**src/rtl/tia_fb_pkg.sv**
```systemverilog
// Shared types and constants for the TIA framebuffer arbiter slice.
// Framebuffer geometry is one word per pixel; scan-out walks it linearly.
package tia_fb_pkg;

  typedef enum logic [1:0] {
    GNT_IDLE = 2'd0,
    GNT_RD   = 2'd1,
    GNT_WR   = 2'd2
  } gnt_e;

  localparam int unsigned FB_ADDR_W = 16;
  localparam int unsigned FB_DATA_W = 7;

  localparam int unsigned FB_WIDTH       = 160;
  localparam int unsigned FB_NTSC_HEIGHT = 240;
  localparam int unsigned FB_PAL_HEIGHT  = 276;
  localparam int unsigned FB_NTSC_WORDS  = FB_WIDTH * FB_NTSC_HEIGHT;
  localparam int unsigned FB_PAL_WORDS   = FB_WIDTH * FB_PAL_HEIGHT;

  function automatic int unsigned fb_words(input logic pal);
    return pal ? FB_PAL_WORDS : FB_NTSC_WORDS;
  endfunction

endpackage

```
**src/rtl/tia_fb_arbiter_if.sv**
```systemverilog
// Framebuffer RAM bus: arbiter drives address/write side, RAM returns
// read data one cycle after the address.
interface tia_fb_arbiter_if
  import tia_fb_pkg::*;
#(
  parameter int unsigned AW = FB_ADDR_W,
  parameter int unsigned DW = FB_DATA_W
);
  logic [AW-1:0] ram_addr_o;
  logic          ram_we_o;
  logic [DW-1:0] ram_wdata_o;
  logic [DW-1:0] ram_rdata_i;

  modport master (
    output ram_addr_o,
    output ram_we_o,
    output ram_wdata_o,
    input  ram_rdata_i
  );

  modport slave (
    input  ram_addr_o,
    input  ram_we_o,
    input  ram_wdata_o,
    output ram_rdata_i
  );
endinterface

```
**src/rtl/fb_wr_fifo.sv**
```systemverilog
// Synchronous write-buffer FIFO. Head is visible combinationally; a push
// while full is accepted when a pop happens in the same cycle.
module fb_wr_fifo #(
  parameter int unsigned WIDTH = 23,
  parameter int unsigned DEPTH = 4
) (
  input  logic                     clk_i,
  input  logic                     rst_ni,
  input  logic                     push_i,
  input  logic [WIDTH-1:0]         din_i,
  input  logic                     pop_i,
  output logic [WIDTH-1:0]         dout_o,
  output logic                     full_o,
  output logic                     empty_o,
  output logic [$clog2(DEPTH):0]   level_o
);
  localparam int unsigned PW = $clog2(DEPTH);

  logic [WIDTH-1:0] mem [DEPTH];
  logic [PW-1:0]    wr_ptr;
  logic [PW-1:0]    rd_ptr;
  logic [PW:0]      level;
  logic             push_ok;
  logic             pop_ok;

  assign full_o  = (level == (PW+1)'(DEPTH));
  assign empty_o = (level == '0);
  assign level_o = level;
  assign dout_o  = mem[rd_ptr];

  assign pop_ok  = pop_i && !empty_o;
  assign push_ok = push_i && (!full_o || pop_ok);

  always_ff @(posedge clk_i or negedge rst_ni) begin
    if (!rst_ni) begin
      wr_ptr <= '0;
      rd_ptr <= '0;
      level  <= '0;
    end else begin
      if (push_ok) wr_ptr <= wr_ptr + PW'(1);
      if (pop_ok)  rd_ptr <= rd_ptr + PW'(1);
      unique case ({push_ok, pop_ok})
        2'b10:   level <= level + (PW+1)'(1);
        2'b01:   level <= level - (PW+1)'(1);
        default: level <= level;
      endcase
    end
  end

  // Storage needs no reset: entries are only read once the level covers them.
  always_ff @(posedge clk_i) begin
    if (push_ok) mem[wr_ptr] <= din_i;
  end

endmodule

```
**src/rtl/tia_fb_arbiter.sv**
```systemverilog
// Single-port framebuffer arbiter: display reads win, buffered TIA writes
// fill the gaps, and a starvation limiter forces the write FIFO to drain.
module tia_fb_arbiter
  import tia_fb_pkg::*;
#(
  parameter int unsigned ADDR_WIDTH   = FB_ADDR_W,
  parameter int unsigned DATA_WIDTH   = FB_DATA_W,
  parameter int unsigned FIFO_DEPTH   = 4,
  parameter int unsigned STARVE_LIMIT = 8
) (
  input  logic                         clk_i,
  input  logic                         rst_ni,
  input  logic                         wr_stb_i,
  input  logic [ADDR_WIDTH-1:0]        wr_addr_i,
  input  logic [DATA_WIDTH-1:0]        wr_data_i,
  input  logic                         rd_req_i,
  input  logic [ADDR_WIDTH-1:0]        rd_addr_i,
  output logic                         rd_gnt_o,
  output logic                         rd_valid_o,
  output logic [DATA_WIDTH-1:0]        rd_data_o,
  tia_fb_arbiter_if.master             ram,
  output logic [$clog2(FIFO_DEPTH):0]  fifo_level_o,
  output logic [7:0]                   drop_cnt_o,
  input  logic                         clr_drop_i
);
  localparam int unsigned EW = ADDR_WIDTH + DATA_WIDTH;
  localparam int unsigned SW = $clog2(STARVE_LIMIT + 1);

  logic [EW-1:0]         fifo_dout;
  logic [ADDR_WIDTH-1:0] head_addr;
  logic [DATA_WIDTH-1:0] head_data;
  logic                  fifo_full;
  logic                  fifo_empty;
  logic                  pop;
  logic                  drop;
  logic [SW-1:0]         starve_cnt;
  logic                  rd_p1;
  logic                  rd_p2;
  gnt_e                  gnt;

  fb_wr_fifo #(
    .WIDTH (EW),
    .DEPTH (FIFO_DEPTH)
  ) u_fifo (
    .clk_i   (clk_i),
    .rst_ni  (rst_ni),
    .push_i  (wr_stb_i),
    .din_i   ({wr_addr_i, wr_data_i}),
    .pop_i   (pop),
    .dout_o  (fifo_dout),
    .full_o  (fifo_full),
    .empty_o (fifo_empty),
    .level_o (fifo_level_o)
  );

  assign {head_addr, head_data} = fifo_dout;

  always_comb begin
    gnt = GNT_IDLE;
    if (!fifo_empty && (starve_cnt == SW'(STARVE_LIMIT))) gnt = GNT_WR;
    else if (rd_req_i)                                     gnt = GNT_RD;
    else if (!fifo_empty)                                  gnt = GNT_WR;
  end

  assign rd_gnt_o = (gnt == GNT_RD);
  assign pop      = (gnt == GNT_WR);
  assign drop     = wr_stb_i && fifo_full && !pop;

  always_ff @(posedge clk_i or negedge rst_ni) begin
    if (!rst_ni) begin
      starve_cnt <= '0;
    end else if ((gnt == GNT_WR) || fifo_empty) begin
      starve_cnt <= '0;
    end else if ((gnt == GNT_RD) && (starve_cnt != SW'(STARVE_LIMIT))) begin
      starve_cnt <= starve_cnt + SW'(1);
    end
  end

  // RAM command register; wdata is left alone on reads and idle cycles.
  always_ff @(posedge clk_i or negedge rst_ni) begin
    if (!rst_ni) begin
      ram.ram_addr_o  <= '0;
      ram.ram_we_o    <= 1'b0;
      ram.ram_wdata_o <= '0;
    end else begin
      ram.ram_we_o <= 1'b0;
      unique case (gnt)
        GNT_RD: ram.ram_addr_o <= rd_addr_i;
        GNT_WR: begin
          ram.ram_addr_o  <= head_addr;
          ram.ram_wdata_o <= head_data;
          ram.ram_we_o    <= 1'b1;
        end
        default: ;
      endcase
    end
  end

  // rd_p1: address on the bus; rd_p2: RAM data valid, captured at its end.
  always_ff @(posedge clk_i or negedge rst_ni) begin
    if (!rst_ni) begin
      rd_p1      <= 1'b0;
      rd_p2      <= 1'b0;
      rd_valid_o <= 1'b0;
      rd_data_o  <= '0;
    end else begin
      rd_p1      <= rd_gnt_o;
      rd_p2      <= rd_p1;
      rd_valid_o <= rd_p2;
      if (rd_p2) rd_data_o <= ram.ram_rdata_i;
    end
  end

  always_ff @(posedge clk_i or negedge rst_ni) begin
    if (!rst_ni) begin
      drop_cnt_o <= '0;
    end else if (clr_drop_i) begin
      drop_cnt_o <= '0;
    end else if (drop && (drop_cnt_o != 8'hFF)) begin
      drop_cnt_o <= drop_cnt_o + 8'd1;
    end
  end

endmodule

```
**src/flat_wrapper.sv**
```systemverilog
// flat-port wrapper written by rule: the top's interface ports become plain ports
module tia_fb_arbiter_flat import tia_fb_pkg::*;
#(
  parameter int unsigned ADDR_WIDTH   = FB_ADDR_W,
  parameter int unsigned DATA_WIDTH   = FB_DATA_W,
  parameter int unsigned FIFO_DEPTH   = 4,
  parameter int unsigned STARVE_LIMIT = 8
)
  (clk_i, rst_ni, wr_stb_i, wr_addr_i, wr_data_i, rd_req_i, rd_addr_i, rd_gnt_o, rd_valid_o, rd_data_o, fifo_level_o, drop_cnt_o, clr_drop_i, ram_ram_addr_o, ram_ram_we_o, ram_ram_wdata_o, ram_ram_rdata_i);
  tia_fb_arbiter_if #(.AW((16)), .DW((7))) ram_i ();
  input  logic clk_i;
  input  logic rst_ni;
  input  logic wr_stb_i;
  input  logic [ADDR_WIDTH-1:0] wr_addr_i;
  input  logic [DATA_WIDTH-1:0] wr_data_i;
  input  logic rd_req_i;
  input  logic [ADDR_WIDTH-1:0] rd_addr_i;
  output logic rd_gnt_o;
  output logic rd_valid_o;
  output logic [DATA_WIDTH-1:0] rd_data_o;
  output logic [$clog2(FIFO_DEPTH):0] fifo_level_o;
  output logic [7:0] drop_cnt_o;
  input  logic clr_drop_i;
  output wire logic [$bits(ram_i.ram_addr_o)-1:0] ram_ram_addr_o;
  output wire logic [$bits(ram_i.ram_we_o)-1:0] ram_ram_we_o;
  output wire logic [$bits(ram_i.ram_wdata_o)-1:0] ram_ram_wdata_o;
  input wire logic [$bits(ram_i.ram_rdata_i)-1:0] ram_ram_rdata_i;
  assign ram_ram_addr_o = ram_i.ram_addr_o;
  assign ram_ram_we_o = ram_i.ram_we_o;
  assign ram_ram_wdata_o = ram_i.ram_wdata_o;
  assign ram_i.ram_rdata_i = ram_ram_rdata_i;
  tia_fb_arbiter #(.ADDR_WIDTH(ADDR_WIDTH), .DATA_WIDTH(DATA_WIDTH), .FIFO_DEPTH(FIFO_DEPTH), .STARVE_LIMIT(STARVE_LIMIT)) u_core (.clk_i(clk_i), .rst_ni(rst_ni), .wr_stb_i(wr_stb_i), .wr_addr_i(wr_addr_i), .wr_data_i(wr_data_i), .rd_req_i(rd_req_i), .rd_addr_i(rd_addr_i), .rd_gnt_o(rd_gnt_o), .rd_valid_o(rd_valid_o), .rd_data_o(rd_data_o), .ram(ram_i), .fifo_level_o(fifo_level_o), .drop_cnt_o(drop_cnt_o), .clr_drop_i(clr_drop_i));
endmodule
```
**config.mk**
```make
export PLATFORM = sky130hd
export DESIGN_NAME = tia_fb_arbiter_flat
export DESIGN_NICKNAME = d
export VERILOG_FILES = /design/src/rtl/tia_fb_pkg.sv /design/src/rtl/tia_fb_arbiter_if.sv /design/src/rtl/fb_wr_fifo.sv /design/src/rtl/tia_fb_arbiter.sv /design/src/flat_wrapper.sv
export SDC_FILE = /design/constraint.sdc
export NUM_CORES = 1
export LEC_CHECK = 0
export CAP_MARGIN = 40
export CORE_ASPECT_RATIO = 1.4
export CORE_MARGIN = 2
export CORE_UTILIZATION = 50
export CTS_CLUSTER_SIZE = 10
export DETAILED_ROUTE_END_ITERATION = 10
export MAX_ROUTING_LAYER = met4
export PLACE_DENSITY = 0.75
export RECOVER_POWER = 50
export SYNTH_ARGS = -nofsm -noshare
export SYNTH_HDL_FRONTEND = slang
export SYNTH_SLANG_ARGS = --single-unit
```
**constraint.sdc**
```tcl
create_clock -name clk_i -period 3.82 [get_ports clk_i]
set_input_delay 0.573 -clock clk_i [delete_from_list [all_inputs] [get_ports clk_i]]
set_output_delay 0.573 -clock clk_i [all_outputs]
set_load 0.005 [all_outputs]
```
Word level (Yosys, flattened, before mapping)
Memories as Yosys holds them, arrays and structs flattened. Index checks and enable logic that the tools add are counted.

Memory bits (writable): 92. Flip-flop bits (word level): 53. Memories: 1. Bits in read-only memories: 0. Input bits: 51. Word-level logic and storage cells: 56. Latch bits: 0.

Add/sub/neg operators: 6. Reductions and logical operators: 17. $lt $le $gt $ge: 0. Eq/ne operators: 8. Bitwise gates (word level): 0. Shift operators: 0. Div/mod/pow operators: 0. Multiply operators: 0. Muxes and demuxes: 12.

Memory list: u_core.u_fifo.mem (words 4, width 23, read ports 1, clocked after memory_dff 0, wr ports 1, RTL line fb_wr_fifo.sv:19) `logic [WIDTH-1:0] mem [DEPTH];`.

Operator list (count): 16-bit case mux with 2 select lines (1); 8-bit 2-to-1 mux (2); 8-bit by 1-bit adder with 8-bit output, second input constant (1); 4-bit 2-to-1 mux (2); 8-bit != test, second input constant (1); 2-bit nonzero test (4); 1-bit logical AND (7); 2-bit 2-to-1 mux (3); 3-bit case mux with 2 select lines (1); 2-bit by 1-bit adder with 2-bit output, second input constant (2); 4-bit by 1-bit adder with 4-bit output, second input constant (1); 2-bit by 1-bit equality test with 1-bit output, second input constant (2); 2-bit equality test, second input constant (2); 4-bit equality test, second input constant (1); 4-bit != test, second input constant (1); 3-bit by 1-bit adder with 3-bit output, second input constant (1); 3-bit equality test, second input constant (1); 1-bit logical NOT (3); 3-bit logical NOT (1); 1-bit 2-to-1 mux (3); 3-bit by 1-bit subtractor with 3-bit output, second input constant (1); 1-bit logical OR (2).

Longest topological paths before layout
Depth in word-level cells: 10. Mapped depth: 11. Mapped depth without buffers: 10.

Modules after synthesis
From an unflattened synthesis, not the netlist that was laid out.

Cell total of the unflattened synthesis: 350. Area, all modules: 5969.5 um^2.

Modules (own cells, without submodules): fb_wr_fifo (area an instance 3827.4 um^2, cells each 173, instances 1, sequential area each 2937.8 um^2); tia_fb_arbiter (area an instance 2142.1 um^2, cells each 177, instances 1, sequential area each 1151.1 um^2).

Worst setup path after synthesis
OpenSTA, ideal clock, no wires.

Path kind: register to register. Start point: reg u_core.u_fifo.level[1] (netlist: u_core.u_fifo.level_o[1]). End point: mem u_core.u_fifo.mem[0][0], enable pin. Setup slack: 1.136 ns. Arrival: 2.329 ns. Stages on the path, launching flop included: 7. Clock period less this slack: 2.684 ns. Path through: dfrtp_1 > nor3_1 > o21ai_0 > ha_1 > buf_6 > or4b_2 > and3_1.

Cells in the longest elaborated chain, start to end: 10. Elaborated cells between the ends (all ways): 14. Classes of those cells: eq/ne (2); mux (5); reduce/logical (7).

Ends and longest elaborated chain: start, declared (RTL line fb_wr_fifo.sv:22) `logic [PW:0] level;`; start signal, assigned (RTL line fb_wr_fifo.sv:43) `2'b10: level <= level + (PW+1)'(1);`; start signal, assigned (RTL line fb_wr_fifo.sv:44) `2'b01: level <= level - (PW+1)'(1);`; start signal, assigned (RTL line fb_wr_fifo.sv:45) `default: level <= level;`; 3-bit logical NOT * (RTL line fb_wr_fifo.sv:27) `assign empty_o = (level == '0);`; 2-bit 2-to-1 mux / 1-bit logical NOT (equally long branches) (RTL line tia_fb_arbiter.sv:62, tia_fb_arbiter.sv:60); 2-bit 2-to-1 mux / 1-bit logical AND (equally long branches) (RTL line tia_fb_arbiter.sv:61, tia_fb_arbiter.sv:60); 2-bit 2-to-1 mux * (RTL line tia_fb_arbiter.sv:60) `if (!fifo_empty && (starve_cnt == SW'(STARVE_LIMIT))) gnt = GNT_WR;`; 2-bit equality test * (RTL line tia_fb_arbiter.sv:66) `assign pop = (gnt == GNT_WR);`; via u_core.pop (RTL line tia_fb_arbiter.sv:34) `logic pop;`; 1-bit logical AND * (RTL line fb_wr_fifo.sv:31) `assign pop_ok = pop_i && !empty_o;`; 1-bit logical OR * (RTL line fb_wr_fifo.sv:32) `assign push_ok = push_i && (!full_o || pop_ok);`; 1-bit logical AND * (RTL line fb_wr_fifo.sv:32); 1-bit 2-to-1 mux * (RTL line fb_wr_fifo.sv:52) `if (push_ok) mem[wr_ptr] <= din_i;`; 1-bit 2-to-1 mux (not written as such) * (RTL line fb_wr_fifo.sv:52); end, declared (RTL line fb_wr_fifo.sv:19).

Mark *: on every way through the listed nets, which the timed path passes. The rest lies on a longest branch.

Final worst setup path
Start point: reg u_core.starve_cnt[0]. End point: reg u_core.u_fifo.level[2] (netlist: u_core.u_fifo.level_o[2]).

Cells in the longest elaborated chain, start to end: 9. Elaborated cells between the ends (all ways): 11. Classes of those cells: eq/ne (4); mux (2); reduce/logical (5).

Ends and longest elaborated chain: start, declared (RTL line tia_fb_arbiter.sv:36) `logic [SW-1:0] starve_cnt;`; start signal, assigned (RTL line tia_fb_arbiter.sv:75) `starve_cnt <= starve_cnt + SW'(1);`; 4-bit equality test * (RTL line tia_fb_arbiter.sv:60); 1-bit logical AND * (RTL line tia_fb_arbiter.sv:60); 2-bit 2-to-1 mux * (RTL line tia_fb_arbiter.sv:60); 2-bit equality test * (RTL line tia_fb_arbiter.sv:66); via u_core.pop (RTL line tia_fb_arbiter.sv:34); 1-bit logical AND * (RTL line fb_wr_fifo.sv:31); 1-bit logical OR (RTL line fb_wr_fifo.sv:32); 1-bit logical AND (RTL line fb_wr_fifo.sv:32); 2-bit by 1-bit equality test with 1-bit output / 2-bit equality test (equally long branches) (RTL line fb_wr_fifo.sv:42) `unique case ({push_ok, pop_ok})`; 3-bit case mux with 2 select lines / 2-bit nonzero test (equally long branches).

Marked as above. A chain may end at the register's enable or synchronous reset.

==> results.json <==
{
  "cts_resized": 0,
  "cts-root-buf": "clkbuf_16",
  "vdd_drop_max_uv": 509,
  "ys_top_cells_by_area": "edfxtp_1 47%, dfrtp_1 23%, mux2_2 8.8%",
  "syn_area_um2": 5890,
  "hold_path_class": "reg -> reg",
  "min_period_ps": 3020,
  "avgSynthCellArea_um2": 18.7,
  "seq_area_frac_synth_pct": 69.5,
  "grt_max_degree": 34,
  "hp-start": "u_core.rd_p1",
  "yosys.area.top_type": "edfxtp_1",
  "worstSetupStartpointType": "flop",
  "seq_area_um2": 4090,
  "crit_top_cell": "ha_1",
  "wl_per_cell_um": 19.2,
  "reg2reg_from": "u_core.starve_cnt[0]",
  "die_w_um": 95.7,
  "tightestPinTransition_ps": 1890,
  "initial_utilization_pct": 51.7,
  "core_um2": 11400,
  "cts.path.max_buffers": 2,
  "synth_cell_types": 34,
  "ios": 95,
  "dr.first_iter.drc_count": 185,
  "syn_inst": 315,
  "final_core_util_pct": 65.9,
  "via_count": 3180,
  "port_buffers": 94,
  "cts_tree": "done",
  "vias_per_cell": 5.50,
  "power.density_nw_per_um2": 701,
  "gp_congestion": 0.730,
  "power.leakage_uw": 0.00279,
  "hold_viol_final": 0,
  "fillers": 778,
  "setup_violations": 0,
  "antenna_found_initial": 0,
  "cts_hold_buf": 0,
  "cts_sinks": 145,
  "n_antenna_cell": 0,
  "slew_violations": 34,
  "skew_ps": 7.43,
  "p_total_uw": 5270,
  "worstSetupEndpointType": "flop",
  "drc": 0,
  "path_cells": "inv_1, ha_1, nand3b_1, o21ai_0, ha_1, o31ai_1, or2_2, fa_1, mux2i_1, xor2_1",
  "grt_pass1_wl_mm": 17.7,
  "gr-usage-all-layers_pct": 19.7,
  "drtPass1Iterations": 4,
  "yosysMostFrequentCell": "edfxtp_1",
  "max_freq_ghz": 0.331,
  "multi_input_area_um2": 1650,
  "chipHeight_um": 132,
  "clkLatencyLatePin_ps": 420,
  "ys_warn_count": 0,
  "synth_edf_count": 92,
  "slew_headroom_pct": -26.0,
  "worst-setup-path-type": "reg -> reg",
  "synth_top_area_share_pct": 46.9,
  "hpwlAfterDp_mm": 7.27,
  "finalCritPeriodShare_pct": 79.1,
  "ant_nets": 0,
  "cp_max_fo": 9,
  "synthArstFlopShare_pct": 36.6,
  "ys.flop_type": "edfxtp_1",
  "crit_slowest_cell": "ha_1",
  "placementRows": 46,
  "cp-startpoint": "u_core.starve_cnt[0]",
  "crit_required_ps": 4160,
  "ys_ff_latch": 145,
  "gr-total-overflow": 0,
  "cpPeakStageDelay_ps": 500,
  "h-tree-depth": 4,
  "first_global_vias": 3414,
  "cts_setup_buffers": 0,
  "dpl_worst_slack_ps": 744,
  "grt_setup_unrepaired": "false",
  "area_growth_pct": 27.5,
  "drive_gt1_share_pct": 22.8,
  "setup_tns_ps": 0,
  "crit_arrival_ps": 3360,
  "cts_buffers": 17,
  "synth_nets": 376,
  "nets": 482,
  "wl_mm": 11.1,
  "maxCapViolations": 1,
  "status": "complete, but fails checks",
  "setup_ws_ps": 799,
  "dieArea_um2": 12700,
  "failed_checks": "capacitance limit, slew limit",
  "cts.clk_slew.worst_paths_ps": 60,
  "ys_top_cells_by_count": "92 x edfxtp_1, 53 x dfrtp_1, 46 x mux2_2"
}
## power breakdown
group          switching (uW)  internal (uW)  total [uW]  leakage [uW]
Clock                     624            908        1530      0.000253
Sequential                262           2090        2360       0.00149
Combinational             536            842        1380       0.00105
## worst max-delay path, delay by kind of cell, from the launching register on
kind / cells / cell delay, ps
AO/OA/AOI/OAI: 2 / 520
XOR/XNOR: 1 / 150
adder cells (fa/ha/maj): 3 / 1030
buffers and inverters: 1 / 100
flip-flops: 1 / 390
multiplexers: 1 / 190
AND/OR/NAND/NOR: 2 / 550
## final timing paths
kind / to / slack [ps] / cells past startpoint
worst max-delay path: u_core.u_fifo.level_o[2] / 800 / 10
worst min-delay path: u_core.rd_p2 / 370 / 0
worst max register to register: u_core.u_fifo.level_o[2] / 800 / 10
worst min register to register: u_core.rd_p2 / 370 / 0
max in group asynchronous: u_core.u_fifo.rd_ptr[0] / 1200 / 2
min in group asynchronous: u_core.ram.ram_wdata_o[3] / 680 / 1
## per-layer routing
layer	global-route usage, %	wire [um]	vias to the layer above
met5	-	0	-
li1	-	-	1441
met2	33.1	5990	102
met1	21.9	4390	1612
met4	7.14	202	0
met3	5.72	531	25
## cells by family (layout without fill, tap and decap cells)
group / after synthesis / after routing / synth area share [%]
multiplexers: 72 / 72 / 18.9
XOR/XNOR: 10 / 10 / 1.49
flip-flops: 145 / 145 / 69.5
AND/OR/NAND/NOR: 38 / 38 / 3.76
AO/OA/AOI/OAI: 17 / 17 / 1.72
buffers and inverters: 23 / 142 / 2.44
adder cells (fa/ha/maj): 10 / 10 / 2.25
## flip-flops by register name, summed over array words and instances (netlist names)
signal and flops:
u_core.rd_valid_o 1, u_core.drop_cnt_o 8, u_core.rd_p1 1, u_core.u_fifo.mem 92
u_core.u_fifo.rd_ptr 2, u_core.u_fifo.wr_ptr 2, u_core.ram.ram_addr_o 16, u_core.rd_p2 1
u_core.starve_cnt 4, u_core.rd_data_o 7, u_core.ram.ram_we_o 1, u_core.ram.ram_wdata_o 7
u_core.u_fifo.level_o 3
## per-stage QoR
step | hold slack (ps) | instances | cell area, um^2
after floorplan | 277 | 315 | 5890
after global placement | 336 | 545 | 6940
after detailed placement | 355 | 546 | 6950
after CTS | 265 | 578 | 7510
after global routing | 382 | 578 | 7510
final | 368 | 578 | 7510
## layout by cell type, fill, tap and decap left out, types with 2 or more instances in the layout
master           netlist  routed
clkinvlp_4             0       7
clkbuf_1               3       3
clkinv_2               0       3
or4_1                  3       3
clkinv_4               0       2
xnor2_1                4       4
edfxtp_1              92      92
a21oi_1                7       7
inv_1                  9       9
mux2_2                46      46
or2_2                  2       2
ha_1                   9       9
nand4_1                2       2
or3_1                  2       2
xor2_1                 6       6
dlygate4sd3_1          0      35
o21ai_0                4       4
mux4_1                12      12
nand3_1                7       7
nand2_1                6       6
clkdlybuf4s50_1        0      58
mux2i_1                3       3
clkbuf_16              0      17
nor2_1                 7       7
o31ai_1                4       4
dfrtp_1               53      52
and3_1                 4       4
buf_4                  0       5
mux4_2                11      11
## layout make-up
type                       instances  share of cell area (%)
multi-input combinational        147                    22.0
timing repair buffer             101                    13.2
inverter                           9                   0.450
clock inverter                    13                    1.53
sequential                       145                    54.5
tap                              144                    2.40
clock buffer                      19                    5.90
(Power assumes the default switching activity.)
